## config.mk

```make
export PLATFORM = sky130hd
export DESIGN_NAME = unidade_controle_jogo_flat
export DESIGN_NICKNAME = d
export VERILOG_FILES = /design/src/rtl/jogo_pkg.sv /design/src/rtl/unidade_controle_jogo_if.sv /design/src/rtl/contador_timeout.sv /design/src/rtl/unidade_controle_jogo.sv /design/src/flat_wrapper.sv
export SDC_FILE = /design/constraint.sdc
export NUM_CORES = 1
export LEC_CHECK = 0
export BUFFER_PORTS_ARGS = -buffer_cell sky130_fd_sc_hd__clkbuf_2
export CAP_MARGIN = 20
export CORE_AREA = 3 3 40 42
export CTS_CLUSTER_SIZE = 10
export DETAILED_ROUTE_END_ITERATION = 8
export DIE_AREA = 0 0 43 45
export GPL_ROUTABILITY_DRIVEN = 1
export GPL_TIMING_DRIVEN = 1
export MAX_ROUTING_LAYER = met4
export PLACE_DENSITY_LB_ADDON = 0.1
export SYNTH_ARGS = -nofsm -noshare
export SYNTH_HDL_FRONTEND = slang
export SYNTH_SLANG_ARGS = --single-unit
```

## constraint.sdc

```tcl
create_clock -name clock -period 1.85 [get_ports clock]
set_input_delay 0.37 -clock clock [delete_from_list [all_inputs] [get_ports clock]]
set_output_delay 0.37 -clock clock [all_outputs]
set_load 0.005 [all_outputs]
```

## src/rtl/jogo_pkg.sv

```systemverilog
// ============================================================================
// jogo_pkg : state codes, player encoding and timeout default for the
//            ultimate tic-tac-toe control unit.
// Rev 1.0
// ============================================================================
`default_nettype none
`timescale 1ns/1ps

package jogo_pkg;

    localparam logic [3:0] c_ST_INICIAL        = 4'd0;
    localparam logic [3:0] c_ST_PREPARACAO     = 4'd1;
    localparam logic [3:0] c_ST_ESPERA_MACRO   = 4'd2;
    localparam logic [3:0] c_ST_REGISTRA_MACRO = 4'd3;
    localparam logic [3:0] c_ST_ESPERA_MICRO   = 4'd4;
    localparam logic [3:0] c_ST_REGISTRA_MICRO = 4'd5;
    localparam logic [3:0] c_ST_VERIFICA       = 4'd6;
    localparam logic [3:0] c_ST_DECIDE         = 4'd7;
    localparam logic [3:0] c_ST_ATUALIZA_MACRO = 4'd8;
    localparam logic [3:0] c_ST_FIM            = 4'd9;
    localparam logic [3:0] c_ST_TIMEOUT        = 4'd10;

    localparam int TIMEOUT_CICLOS = 5000;

    localparam logic JOGADOR_X = 1'b0;
    localparam logic JOGADOR_O = 1'b1;

    typedef enum logic [3:0] {
        INICIAL        = c_ST_INICIAL,
        PREPARACAO     = c_ST_PREPARACAO,
        ESPERA_MACRO   = c_ST_ESPERA_MACRO,
        REGISTRA_MACRO = c_ST_REGISTRA_MACRO,
        ESPERA_MICRO   = c_ST_ESPERA_MICRO,
        REGISTRA_MICRO = c_ST_REGISTRA_MICRO,
        VERIFICA       = c_ST_VERIFICA,
        DECIDE         = c_ST_DECIDE,
        ATUALIZA_MACRO = c_ST_ATUALIZA_MACRO,
        FIM            = c_ST_FIM,
        TIMEOUT        = c_ST_TIMEOUT
    } estado_t;

endpackage

`default_nettype wire

```

## src/rtl/unidade_controle_jogo_if.sv

```systemverilog
// ============================================================================
// unidade_controle_jogo_if : status inputs and strobe/select outputs between
//                            the game datapath and its control unit.
// Rev 1.0
// ============================================================================
`default_nettype none
`timescale 1ns/1ps

interface unidade_controle_jogo_if;

    logic       jogar;
    logic       tem_jogada;
    logic       escolhe_macro;
    logic       fim_jogo;
    logic       zeraEdge;
    logic       zeraR_micro;
    logic       zeraR_macro;
    logic       registraR_micro;
    logic       registraR_macro;
    logic       sinal_macro;
    logic       jogador;
    logic       pronto;
    logic       timeout;
    logic [3:0] db_estado;

    // Datapath / stimulus side
    modport master (
        output jogar, tem_jogada, escolhe_macro, fim_jogo,
        input  zeraEdge, zeraR_micro, zeraR_macro, registraR_micro,
               registraR_macro, sinal_macro, jogador, pronto, timeout,
               db_estado
    );

    // Control unit side
    modport slave (
        input  jogar, tem_jogada, escolhe_macro, fim_jogo,
        output zeraEdge, zeraR_micro, zeraR_macro, registraR_micro,
               registraR_macro, sinal_macro, jogador, pronto, timeout,
               db_estado
    );

endinterface

`default_nettype wire

```

## src/rtl/contador_timeout.sv

```systemverilog
// ============================================================================
// contador_timeout : idle-cycle counter with clear, enable and terminal count
//                    (terminal value CICLOS-1).
// Rev 1.0
// ============================================================================
`default_nettype none
`timescale 1ns/1ps

module contador_timeout #(
    parameter int CICLOS = 8
) (
    input  wire logic clk,
    input  wire logic rst,
    input  wire logic i_clr,
    input  wire logic i_en,
    output logic      o_fim
);

    localparam int                c_LARG     = (CICLOS > 2) ? $clog2(CICLOS) : 1;
    localparam logic [c_LARG-1:0] c_TERMINAL = c_LARG'(CICLOS - 1);

    logic [c_LARG-1:0] r_cnt;

    always_ff @(posedge clk) begin
        if (rst || i_clr) begin
            r_cnt <= '0;
        end else if (i_en) begin
            r_cnt <= r_cnt + 1'b1;
        end
    end

    assign o_fim = (r_cnt == c_TERMINAL);

endmodule

`default_nettype wire

```

## src/rtl/unidade_controle_jogo.sv

```systemverilog
// ============================================================================
// unidade_controle_jogo : Moore control unit for the ultimate tic-tac-toe
//                         datapath. Optional wait-state timeout: JOGADA_TIMEOUT_EN.
// Rev 1.0
// ============================================================================
`default_nettype none
`timescale 1ns/1ps

module unidade_controle_jogo
    import jogo_pkg::*;
#(
    parameter int TIMEOUT_CICLOS = jogo_pkg::TIMEOUT_CICLOS
) (
    input  wire logic              clock,
    input  wire logic              reset,
    unidade_controle_jogo_if.slave sinais
);

    estado_t r_estado;
    estado_t w_prox;
    logic    r_jogador;
    logic    w_fim_espera;
    logic    w_em_espera;

    assign w_em_espera = (r_estado == ESPERA_MACRO) || (r_estado == ESPERA_MICRO);

`ifdef JOGADA_TIMEOUT_EN
    logic w_clr_cnt;

    // Counter restarts on any state change so each wait gets a full budget
    assign w_clr_cnt = !w_em_espera || (w_prox != r_estado);

    contador_timeout #(
        .CICLOS (TIMEOUT_CICLOS)
    ) u_contador_timeout (
        .clk   (clock),
        .rst   (reset),
        .i_clr (w_clr_cnt),
        .i_en  (w_em_espera),
        .o_fim (w_fim_espera)
    );
`else
    assign w_fim_espera = 1'b0;
`endif

    always_ff @(posedge clock) begin
        if (reset) begin
            r_estado <= INICIAL;
        end else begin
            r_estado <= w_prox;
        end
    end

    always_comb begin
        w_prox = r_estado;
        case (r_estado)
            INICIAL, FIM, TIMEOUT: begin
                if (sinais.jogar) w_prox = PREPARACAO;
            end
            PREPARACAO:     w_prox = ESPERA_MACRO;
            ESPERA_MACRO: begin
                if (sinais.tem_jogada)  w_prox = REGISTRA_MACRO;
                else if (w_fim_espera)  w_prox = TIMEOUT;
            end
            REGISTRA_MACRO: w_prox = ESPERA_MICRO;
            ESPERA_MICRO: begin
                if (sinais.tem_jogada)  w_prox = REGISTRA_MICRO;
                else if (w_fim_espera)  w_prox = TIMEOUT;
            end
            REGISTRA_MICRO: w_prox = VERIFICA;
            VERIFICA:       w_prox = DECIDE;
            DECIDE: begin
                if (sinais.fim_jogo)           w_prox = FIM;
                else if (sinais.escolhe_macro) w_prox = ESPERA_MACRO;
                else                           w_prox = ATUALIZA_MACRO;
            end
            ATUALIZA_MACRO: w_prox = ESPERA_MICRO;
            default:        w_prox = INICIAL;
        endcase
    end

    // On game over the player is held so it names the last mover
    always_ff @(posedge clock) begin
        if (reset || (r_estado == PREPARACAO)) begin
            r_jogador <= JOGADOR_X;
        end else if ((r_estado == DECIDE) && !sinais.fim_jogo) begin
            r_jogador <= ~r_jogador;
        end
    end

    always_comb begin
        sinais.zeraEdge        = 1'b0;
        sinais.zeraR_micro     = 1'b0;
        sinais.zeraR_macro     = 1'b0;
        sinais.registraR_micro = 1'b0;
        sinais.registraR_macro = 1'b0;
        sinais.sinal_macro     = 1'b0;
        sinais.pronto          = 1'b0;
        case (r_estado)
            PREPARACAO: begin
                sinais.zeraEdge    = 1'b1;
                sinais.zeraR_micro = 1'b1;
                sinais.zeraR_macro = 1'b1;
            end
            REGISTRA_MACRO: begin
                sinais.registraR_macro = 1'b1;
                sinais.sinal_macro     = 1'b1;
            end
            REGISTRA_MICRO: sinais.registraR_micro = 1'b1;
            ATUALIZA_MACRO: sinais.registraR_macro = 1'b1;
            FIM:            sinais.pronto          = 1'b1;
            default: ;
        endcase
    end

`ifdef JOGADA_TIMEOUT_EN
    assign sinais.timeout = (r_estado == TIMEOUT);
`else
    assign sinais.timeout = 1'b0;
`endif

    assign sinais.jogador   = r_jogador;
    assign sinais.db_estado = r_estado;

endmodule

`default_nettype wire

```

## src/flat_wrapper.sv

```systemverilog
// flat-port wrapper written by rule: the top's interface ports become plain ports
module unidade_controle_jogo_flat import jogo_pkg::*;
#(
    parameter int TIMEOUT_CICLOS = jogo_pkg::TIMEOUT_CICLOS
)
  (clock, reset, sinais_jogar, sinais_tem_jogada, sinais_escolhe_macro, sinais_fim_jogo, sinais_zeraEdge, sinais_zeraR_micro, sinais_zeraR_macro, sinais_registraR_micro, sinais_registraR_macro, sinais_sinal_macro, sinais_jogador, sinais_pronto, sinais_timeout, sinais_db_estado);
  unidade_controle_jogo_if sinais_i ();
  input  wire logic clock;
  input  wire logic reset;
  input wire logic [$bits(sinais_i.jogar)-1:0] sinais_jogar;
  input wire logic [$bits(sinais_i.tem_jogada)-1:0] sinais_tem_jogada;
  input wire logic [$bits(sinais_i.escolhe_macro)-1:0] sinais_escolhe_macro;
  input wire logic [$bits(sinais_i.fim_jogo)-1:0] sinais_fim_jogo;
  output wire logic [$bits(sinais_i.zeraEdge)-1:0] sinais_zeraEdge;
  output wire logic [$bits(sinais_i.zeraR_micro)-1:0] sinais_zeraR_micro;
  output wire logic [$bits(sinais_i.zeraR_macro)-1:0] sinais_zeraR_macro;
  output wire logic [$bits(sinais_i.registraR_micro)-1:0] sinais_registraR_micro;
  output wire logic [$bits(sinais_i.registraR_macro)-1:0] sinais_registraR_macro;
  output wire logic [$bits(sinais_i.sinal_macro)-1:0] sinais_sinal_macro;
  output wire logic [$bits(sinais_i.jogador)-1:0] sinais_jogador;
  output wire logic [$bits(sinais_i.pronto)-1:0] sinais_pronto;
  output wire logic [$bits(sinais_i.timeout)-1:0] sinais_timeout;
  output wire logic [$bits(sinais_i.db_estado)-1:0] sinais_db_estado;
  assign sinais_i.jogar = sinais_jogar;
  assign sinais_i.tem_jogada = sinais_tem_jogada;
  assign sinais_i.escolhe_macro = sinais_escolhe_macro;
  assign sinais_i.fim_jogo = sinais_fim_jogo;
  assign sinais_zeraEdge = sinais_i.zeraEdge;
  assign sinais_zeraR_micro = sinais_i.zeraR_micro;
  assign sinais_zeraR_macro = sinais_i.zeraR_macro;
  assign sinais_registraR_micro = sinais_i.registraR_micro;
  assign sinais_registraR_macro = sinais_i.registraR_macro;
  assign sinais_sinal_macro = sinais_i.sinal_macro;
  assign sinais_jogador = sinais_i.jogador;
  assign sinais_pronto = sinais_i.pronto;
  assign sinais_timeout = sinais_i.timeout;
  assign sinais_db_estado = sinais_i.db_estado;
  unidade_controle_jogo #(.TIMEOUT_CICLOS(TIMEOUT_CICLOS)) u_core (.clock(clock), .reset(reset), .sinais(sinais_i));
endmodule
```

==> run_results.csv, run 1 <==
group,metric,value,unit
outcome,outcome,"completed",
placement,dp_slack,391,ps
critical_path,r2r-start,"u_core.sinais.db_estado[3]$_SDFFE_PP0P_",
critical_path,path_cells,"nand2b_1 > nor3_1 > clkbuf_2",
yosys,ys_ff_latch,5,
floorplanning,start_util,35.5,%
critical_path,end_kind,"primary output",
critical_path,crit_required,1480,ps
clock_tree,cts_inserted_buffers,3,
pwr,power_frac_clock,22.5,%
clock_tree,hold_buffers,0,
job,cap_violations,0,
critical_path,critPathKind,"register to primary output",
routing,vias,419,
yosys,synth_seq_area_share,21.9,%
timing,fin_ws,135,ps
grt,grtUsageTotal,12.3,%
clock_tree,post_cts_resized,0,
timing,slew_violations,0,
pwr,total_power,0.548,mW
yosys,syn_nets,64,
yosys,synthAdderAreaFrac,2.47,%
clock_tree,clock_path_buffers,2,
timing,finalSetupViolCount,0,
yosys,synth_xor_area_share,3.84,%
timing,min_period,1710,ps
final_layout,fin_nets,81,
critical_path,r2r_setup_slack,430,ps
routing,drt-initial-drc-count,4,
clock_tree,postCtsSetupBuffers,0,
grt,grt_start_max_net_pins,14,
yosys,synth-simple-area-share,31.0,%
floorplanning,die_y,45,um
yosys,synth_edf_count,0,
placement,dp_hpwl,808,um
hold_path,min_to,"u_core.sinais.db_estado[2]$_SDFFE_PP0P_",
final_layout,layoutNonFillerInstCount,89,
placement,dp.cells,85,
hold_path,hold_path_startpoint,"reset",
pwr,seqPwrFrac,29.4,%
grt,grt_pass1_wl,1730,um
critical_path,cp_max_fo,5,
yosys,synth-compound-area-share,17.0,%
yosys,synth_top_family_by_area,"simple AND/OR/NAND/NOR gates",
yosys,synthArstFlopShare,0,%
critical_path,r2r_cells,4,
grt,grt_pass1_vias,403,
clock_tree,cts_tree,"done",
critical_path,cp.arrival,1340,ps
floorplanning,die_w,43,um
clock_tree,worstSkewPairLatency,240,ps
timing,fin_setup_tns,0,ps
clock_tree,clk_pin_slew,40,ps
floorplanning,rows,13,
grt,antenna_found_initial,0,
yosys,synthMuxAreaShare,5.48,%
timing,max_clock_freq,583,MHz
final_layout,final_cell_mix,"clkbuf_2 (17), nor3_1 (7), nor2_1 (7), a21oi_1 (7), dfxtp_1 (5)",
routing,wl,997,um
timing,hold_viol_final,0,
critical_path,worstSetupStartpointType,"register",
floorplanning,die_area,1940,sq um
pwr,power.switching,0.211,mW
yosys,yosysTopAreaCellShare,21.9,%
pwr,vdd_drop_max,441,uV
hold_path,min_path_cells,2,
pwr,intPower,0.336,mW
routing,detail-route-antenna-nets,0,
pwr,comb_power_share,48.0,%
yosys,synth_area_per_cell,7.87,sq um
routing,wl_per_cell,11.2,um
hold_path,hold_class,"input pin to register",
floorplanning,io_pins,19,
pwr,p_sw_share,38.6,%
final_layout,antennaDiodeCount,0,
routing,first_pass_iters,4,
clock_tree,cts_sinks,5,
yosys,synth-warning-count,0,
floorplanning,coreArea,1280,sq um
grt,gr-total-overflow,0,
clock_tree,htreeDepth,1,
critical_path,worst_r2r_endpoint,"u_core.sinais.db_estado[0]$_SDFFE_PP0P_",
critical_path,slowest_stage,"dfxtp_1",
yosys,synth_top_cell_by_area,"dfxtp_1",
routing,via_per_inst,4.71,
yosys,synth_area_leaders,"dfxtp_1 (22%), buf_4 (8.2%), a21oi_1 (7.7%), nor3_1 (7.7%), nor2_1 (5.8%)",
pwr,powerDensity,1030,nW/um^2
final_layout,drive_gt1_share,40.5,%
pwr,leakage,0.241,nW
yosys,synthCells,58,
timing,fin_skew,5.03,ps
critical_path,max_stage_delay,440,ps
yosys,yosysUniqueCellTypes,27,
final_layout,syn_to_final_growth,16.7,%
placement,gp_congestion,0.781,
routing,drc,0,
placement,port-buffer-count,17,
yosys,netlist_area,457,sq um
timing,period_share,92.7,%
timing,rsz0062_at_grt,"no",
yosys,ys.flop_type,"dfxtp_1",
clock_tree,clockRootBuffer,"clkbuf_4",
final_layout,layout_commonest_cell,"clkbuf_2",
==> power groups by stage <==
stage | clock network, mW | logic [mW] | registers [mW]
after floorplan | 0 | 0.250 | 0.145
after global placement | 0 | 0.266 | 0.164
after detailed placement | 0 | 0.266 | 0.164
after CTS | 0.128 | 0.267 | 0.162
after global routing | 0.139 | 0.288 | 0.166
final | 0.123 | 0.263 | 0.161
==> flip-flops by register name (all words and copies together), names as in the netlist <==
register,count
u_core.sinais.jogador,1
u_core.sinais.db_estado,4
==> per-stage QoR <==
stage | utilization [%] | hold slack [ps] | instance area, sq um
after floorplan | - | 442 | 457
after global routing | 41.5 | 384 | 533
after detailed placement | 39.4 | 570 | 507
final | 41.5 | 381 | 533
after global placement | 39.4 | 588 | 507
after CTS | 41.5 | 379 | 533
==> critical path, delay by kind of cell, from the launching register on <==
family	cells	cell delay [ps]
buffers and inverters	1	180
DFF	1	440
and+or+nand+nor	2	480
==> cells by family (layout without fill, tap and decap cells) <==
| family | count (synthesis) | after routing |
|---|---|---|
| xor gates and xnor gates | 2 | 2 |
| adders and majority gates | 1 | 1 |
| other | 1 | 1 |
| muxes | 2 | 2 |
| buffers and inverters | 10 | 26 |
| and+or+nand+nor | 24 | 24 |
| DFF | 5 | 5 |
| AOI/OAI and AO/OA | 13 | 13 |
==> Yosys cell counts, types with 2 or more instances <==
library cell / n
a21oi_1: 7
buf_4: 5
dfxtp_1: 5
inv_1: 2
nand2b_1: 3
nor2_1: 7
nor3_1: 7
o21a_1: 2
xnor2_1: 2
==> routing by layer <==
metal,share of wire [%],global-route usage [%],up-vias
li1,-,-,225
met1,48,15.4,177
met2,45,18.9,17
met3,7.3,5.18,0
met4,0,1.81,0
met5,0,-,-
==> how the worst max path moves through the flow <==
stage	cells past startpoint	startpoint	slack [ps]	endpoint
6_report	3	u_core.sinais.db_estado[0]$_SDFFE_PP0P_	140	sinais_zeraR_micro
5_1_grt	3	u_core.sinais.db_estado[0]$_SDFFE_PP0P_	20	sinais_zeraR_macro
4_1_cts	3	u_core.sinais.db_estado[0]$_SDFFE_PP0P_	130	sinais_zeraR_macro
3_5_place_dp	3	u_core.sinais.db_estado[0]$_SDFFE_PP0P_	390	sinais_zeraR_macro
3_3_place_gp	4	u_core.sinais.db_estado[3]$_SDFFE_PP0P_	400	u_core.sinais.db_estado[0]$_SDFFE_PP0P_
2_1_floorplan	4	u_core.sinais.db_estado[0]$_SDFFE_PP0P_	370	sinais_zeraR_macro
==> area by class of cell <==
| cell class | instances | area [sq um] |
|---|---|---|
| fill | 131 | 752 |
| multi-input combinational | 43 | 277 |
| sequential | 5 | 100 |
| timing repair buffer | 19 | 100 |
| clock buffer | 4 | 26.3 |
| tap | 15 | 18.8 |
| inverter | 3 | 11.3 |
Power figures use the tool's default switching activity.
==> inputs of run 2 (changes only) <==
- PLACE_DENSITY: not set -> 0.56
- PLACE_DENSITY_LB_ADDON: 0.1 -> not set
==> run_results.csv, run 2 (synthesis results as in run 1) <==
group,metric,value,unit
outcome,outcome,"completed",
floorplanning,rows,13,
pwr,vdd_drop_max,466,uV
pwr,intPower,0.333,mW
pwr,seqPwrFrac,30.0,%
final_layout,largest_reg_flops,4,
placement,gp_congestion,0.756,
final_layout,fin_nets,81,
placement,port-buffer-count,17,
placement,dp.cells,85,
final_layout,layout_commonest_cell,"clkbuf_2",
final_layout,final_cell_mix,"clkbuf_2 (17), nor3_1 (7), nor2_1 (7), a21oi_1 (7), dfxtp_1 (5)",
critical_path,max_stage_delay,390,ps
critical_path,cp_max_fo,8,
critical_path,worstSetupStartpointType,"register",
clock_tree,cts_sinks,5,
timing,fin_skew,12.6,ps
routing,drt-initial-drc-count,4,
pwr,comb_power_share,46.9,%
final_layout,nFillCells,147,
clock_tree,post_cts_resized,0,
routing,wl_per_cell,11.6,um
final_layout,layoutNonFillerInstCount,89,
placement,place_area,507,sq um
floorplanning,io_pins,19,
critical_path,cp.arrival,1360,ps
critical_path,slowest_stage,"dfxtp_1",
hold_path,hold_class,"input pin to register",
clock_tree,clk_pin_slew,50,ps
grt,gr-total-overflow,0,
timing,fin_ws,117,ps
floorplanning,die_y,45,um
final_layout,final_area,534,sq um
grt,antenna_found_initial,0,
critical_path,end_kind,"primary output",
critical_path,critPathKind,"register to primary output",
critical_path,crit_required,1480,ps
grt,grt_pass1_vias,373,
pwr,leakage,0.244,nW
routing,wl,1030,um
timing,finalSetupViolCount,0,
timing,min_period,1730,ps
routing,first_pass_iters,4,
routing,detail-route-antenna-nets,0,
pwr,power_frac_clock,23.1,%
final_layout,antennaDiodeCount,0,
pwr,power.switching,0.218,mW
timing,max_clock_freq,577,MHz
routing,drc,0,
floorplanning,coreArea,1280,sq um
final_layout,final_util,41.6,%
critical_path,path_cells,"nand2b_1 > nor3_1 > clkbuf_2",
clock_tree,htreeDepth,1,
final_layout,drive_gt1_share,41.9,%
grt,grt_start_max_net_pins,14,
timing,rsz0062_at_grt,"no",
grt,grtUsageTotal,11.9,%
clock_tree,clockRootBuffer,"clkbuf_4",
pwr,p_sw_share,39.6,%
grt,grt_pass1_wl,1660,um
floorplanning,start_util,35.5,%
timing,hold_viol_final,0,
routing,vias,423,
timing,slew_violations,0,
timing,fin_setup_tns,0,ps
floorplanning,die_w,43,um
routing,via_per_inst,4.75,
pwr,powerDensity,1030,nW/um^2
timing,period_share,93.7,%
clock_tree,worstSkewPairLatency,250,ps
clock_tree,cts_tree,"done",
placement,dp_hpwl,782,um
clock_tree,postCtsSetupBuffers,0,
placement,dp_slack,382,ps
floorplanning,die_area,1940,sq um
final_layout,syn_to_final_growth,17.0,%
clock_tree,clock_path_buffers,2,
clock_tree,hold_buffers,0,
clock_tree,cts_inserted_buffers,3,
job,cap_violations,0,
run 2: cell types whose count changed in the layout (fill, tap and decap cells not counted), sizes merged:
| cell | previous run | this run |
|---|---|---|
| clkbuf | 21 | 20 |
| clkinv | 0 | 1 |
run 2: routing by layer:
metal	vias up	global-route usage [%]	share of wire, %
li1	227	-	-
met1	183	13.9	49
met2	13	18.9	44
met3	0	7.17	6.8
met4	0	0	0
met5	-	-	0
run 2: worst max-delay path, delay by kind of cell (launching register included):
kind / cells / cell delay (ps)
AND/OR/NAND/NOR: 2 / 540
buffers and inverters: 1 / 180
flip-flops: 1 / 390
run 2: layout make-up:
cell class	instances	area [sq um]	share of cell area, %
repair buffers	19	100	18.7
inverters	3	11.3	2.11
well taps	15	18.8	3.51
multi-input cells	43	277	51.8
flip-flops and latches	5	100	18.7
clock buffers	3	22.5	4.22
clock inverters	1	5.00	0.937
run 2: path summary, 6_finish.rpt:
kind,slack [ps],to,from,cells after the start
setup / recovery,120,sinais_zeraEdge,u_core.sinais.db_estado[1]$_SDFFE_PP0P_,3
hold / removal,360,u_core.sinais.db_estado[2]$_SDFFE_PP0P_,reset,2
setup reg to reg,490,u_core.sinais.db_estado[0]$_SDFFE_PP0P_,u_core.sinais.db_estado[3]$_SDFFE_PP0P_,4
hold reg to reg,560,u_core.sinais.jogador$_SDFFE_PP0P_,u_core.sinais.jogador$_SDFFE_PP0P_,2
run 2: stage by stage:
step / hold WS [ps] / total power [mW]
final: 360 / 0.552
after global routing: 362 / 0.605
after CTS: 358 / 0.559
after detailed placement: 550 / 0.428
after global placement: 551 / 0.427
after floorplan: 442 / 0.395
run 2: power by group through the flow:
stage,Clock [mW],Combinational [mW],Sequential [mW]
final,0.127,0.259,0.166
after global routing,0.147,0.288,0.171
after CTS,0.131,0.262,0.166
after detailed placement,0,0.260,0.168
after global placement,0,0.260,0.167
after floorplan,0,0.250,0.145
==> inputs of run 3 (changes only) <==
- PLACE_DENSITY: 0.56 -> 0.6
==> run_results.csv, run 3 (synthesis results as in run 1) <==
group,metric,value,unit
outcome,outcome,"completed",
critical_path,r2r-start,"u_core.sinais.db_estado[1]$_SDFFE_PP0P_",
clock_tree,clock_path_buffers,2,
floorplanning,die_area,1940,sq um
pwr,total_power,0.551,mW
critical_path,worstSetupStartpointType,"register",
pwr,intPower,0.331,mW
grt,grt_start_max_net_pins,14,
final_layout,largest_reg_flops,4,
clock_tree,cts_sinks,5,
timing,min_period,1740,ps
clock_tree,cts_tree,"done",
grt,gr-total-overflow,0,
timing,rsz0062_at_grt,"no",
timing,fin_skew,7.96,ps
pwr,power_frac_clock,23.3,%
pwr,comb_power_share,45.5,%
critical_path,path_cells,"nand2b_1 > nor3_2 > clkbuf_2",
final_layout,drive_gt1_share,41.1,%
timing,fin_ws,114,ps
placement,dp_slack,263,ps
clock_tree,cts_inserted_buffers,3,
routing,detail-route-antenna-nets,0,
pwr,power.switching,0.219,mW
floorplanning,die_y,45,um
floorplanning,start_util,35.5,%
critical_path,cp_max_fo,13,
routing,drc,0,
floorplanning,coreArea,1280,sq um
grt,antenna_found_initial,0,
placement,place_area,499,sq um
pwr,leakage,0.240,nW
job,cap_violations,0,
final_layout,nFillCells,127,
critical_path,cp-startpoint,"u_core.sinais.db_estado[1]$_SDFFE_PP0P_",
timing,whs,397,ps
routing,wl,1030,um
critical_path,critPathKind,"register to primary output",
final_layout,fin_nets,80,
grt,grt_pass1_vias,396,
final_layout,layout_commonest_cell,"clkbuf_2",
floorplanning,rows,13,
clock_tree,hold_buffers,0,
routing,vias,436,
final_layout,antennaDiodeCount,0,
timing,max_clock_freq,576,MHz
routing,via_per_inst,4.95,
hold_path,hold_path_startpoint,"reset",
routing,drt-initial-drc-count,6,
routing,wl_per_cell,11.7,um
critical_path,slowest_stage,"dfxtp_1",
pwr,p_sw_share,39.8,%
placement,gp_congestion,0.787,
grt,grtUsageTotal,12.4,%
pwr,powerDensity,1040,nW/um^2
placement,dp_hpwl,772,um
placement,dp.cells,84,
critical_path,end_kind,"primary output",
timing,slew_violations,0,
final_layout,final_util,41.3,%
final_layout,final_cell_mix,"clkbuf_2 (17), nor2_1 (7), a21oi_1 (7), nor3_1 (6), dfxtp_1 (5)",
final_layout,syn_to_final_growth,16.2,%
clock_tree,worstSkewPairLatency,250,ps
hold_path,hold_class,"input pin to register",
routing,first_pass_iters,4,
floorplanning,io_pins,19,
pwr,seqPwrFrac,31.1,%
final_layout,layoutNonFillerInstCount,88,
timing,fin_setup_tns,0,ps
clock_tree,htreeDepth,1,
timing,finalSetupViolCount,0,
timing,period_share,93.9,%
clock_tree,clk_pin_slew,50,ps
timing,hold_viol_final,0,
grt,grt_pass1_wl,1660,um
final_layout,final_area,531,sq um
critical_path,crit_required,1480,ps
pwr,vdd_drop_max,478,uV
clock_tree,clockRootBuffer,"clkbuf_4",
placement,port-buffer-count,17,
critical_path,max_stage_delay,440,ps
critical_path,cp.arrival,1370,ps
floorplanning,die_w,43,um
-- run 3: changes by cell type in the layout (fill, tap and decap cells not counted) --
cell | before | now
nor3_1 | 7 | 6
buf_4 | 2 | 1
clkbuf_1 | 0 | 1
clkinv_2 | 1 | 0
nor3_2 | 1 | 2
-- run 3: power by group through the flow --
stage / clock network [mW] / logic, mW / registers, mW
final: 0.128 / 0.251 / 0.172
after global routing: 0.135 / 0.274 / 0.176
after CTS: 0.133 / 0.251 / 0.171
after detailed placement: 0 / 0.246 / 0.172
after global placement: 0 / 0.248 / 0.172
after floorplan: 0 / 0.250 / 0.145
-- run 3: worst paths after layout --
kind,depth (start not counted),slack (ps),endpoint
worst min-delay path,2,400,u_core.sinais.db_estado[2]$_SDFFE_PP0P_
worst max register to register,4,390,u_core.sinais.db_estado[0]$_SDFFE_PP0P_
worst max-delay path,3,110,sinais_zeraEdge
worst min register to register,2,560,u_core.sinais.jogador$_SDFFE_PP0P_
-- run 3: what timing repair did --
action / 4_1_cts / 5_1_grt
endpoints found under the setup margin: 3 / 0
setup buffers: 0 / 0
resized for setup: 1 / 0
-- run 3: per-layer routing --
metal  GRT usage [%]  up-vias  wire (um)
met2            18.3       21        447
met4            14.5        0         46
li1                -      222          -
met5               -        -          0
met3            1.99        4         85
met1            13.2      189        450
-- run 3: cell type report --
| type | count | area (sq um) | share of cell area, % |
|---|---|---|---|
| Inverter | 3 | 11.3 | 2.12 |
| Tap cell | 15 | 18.8 | 3.54 |
| Multi-Input combinational cell | 43 | 282 | 53.1 |
| Clock buffer | 4 | 26.3 | 4.95 |
| Sequential cell | 5 | 100 | 18.9 |
| Timing Repair Buffer | 18 | 92.6 | 17.5 |
-- run 3: worst max-delay path: cells and delay by family (launching register included) --
family / cells / cell delay [ps]
DFF: 1 / 440
and+or+nand+nor: 2 / 500
buffers and inverters: 1 / 170
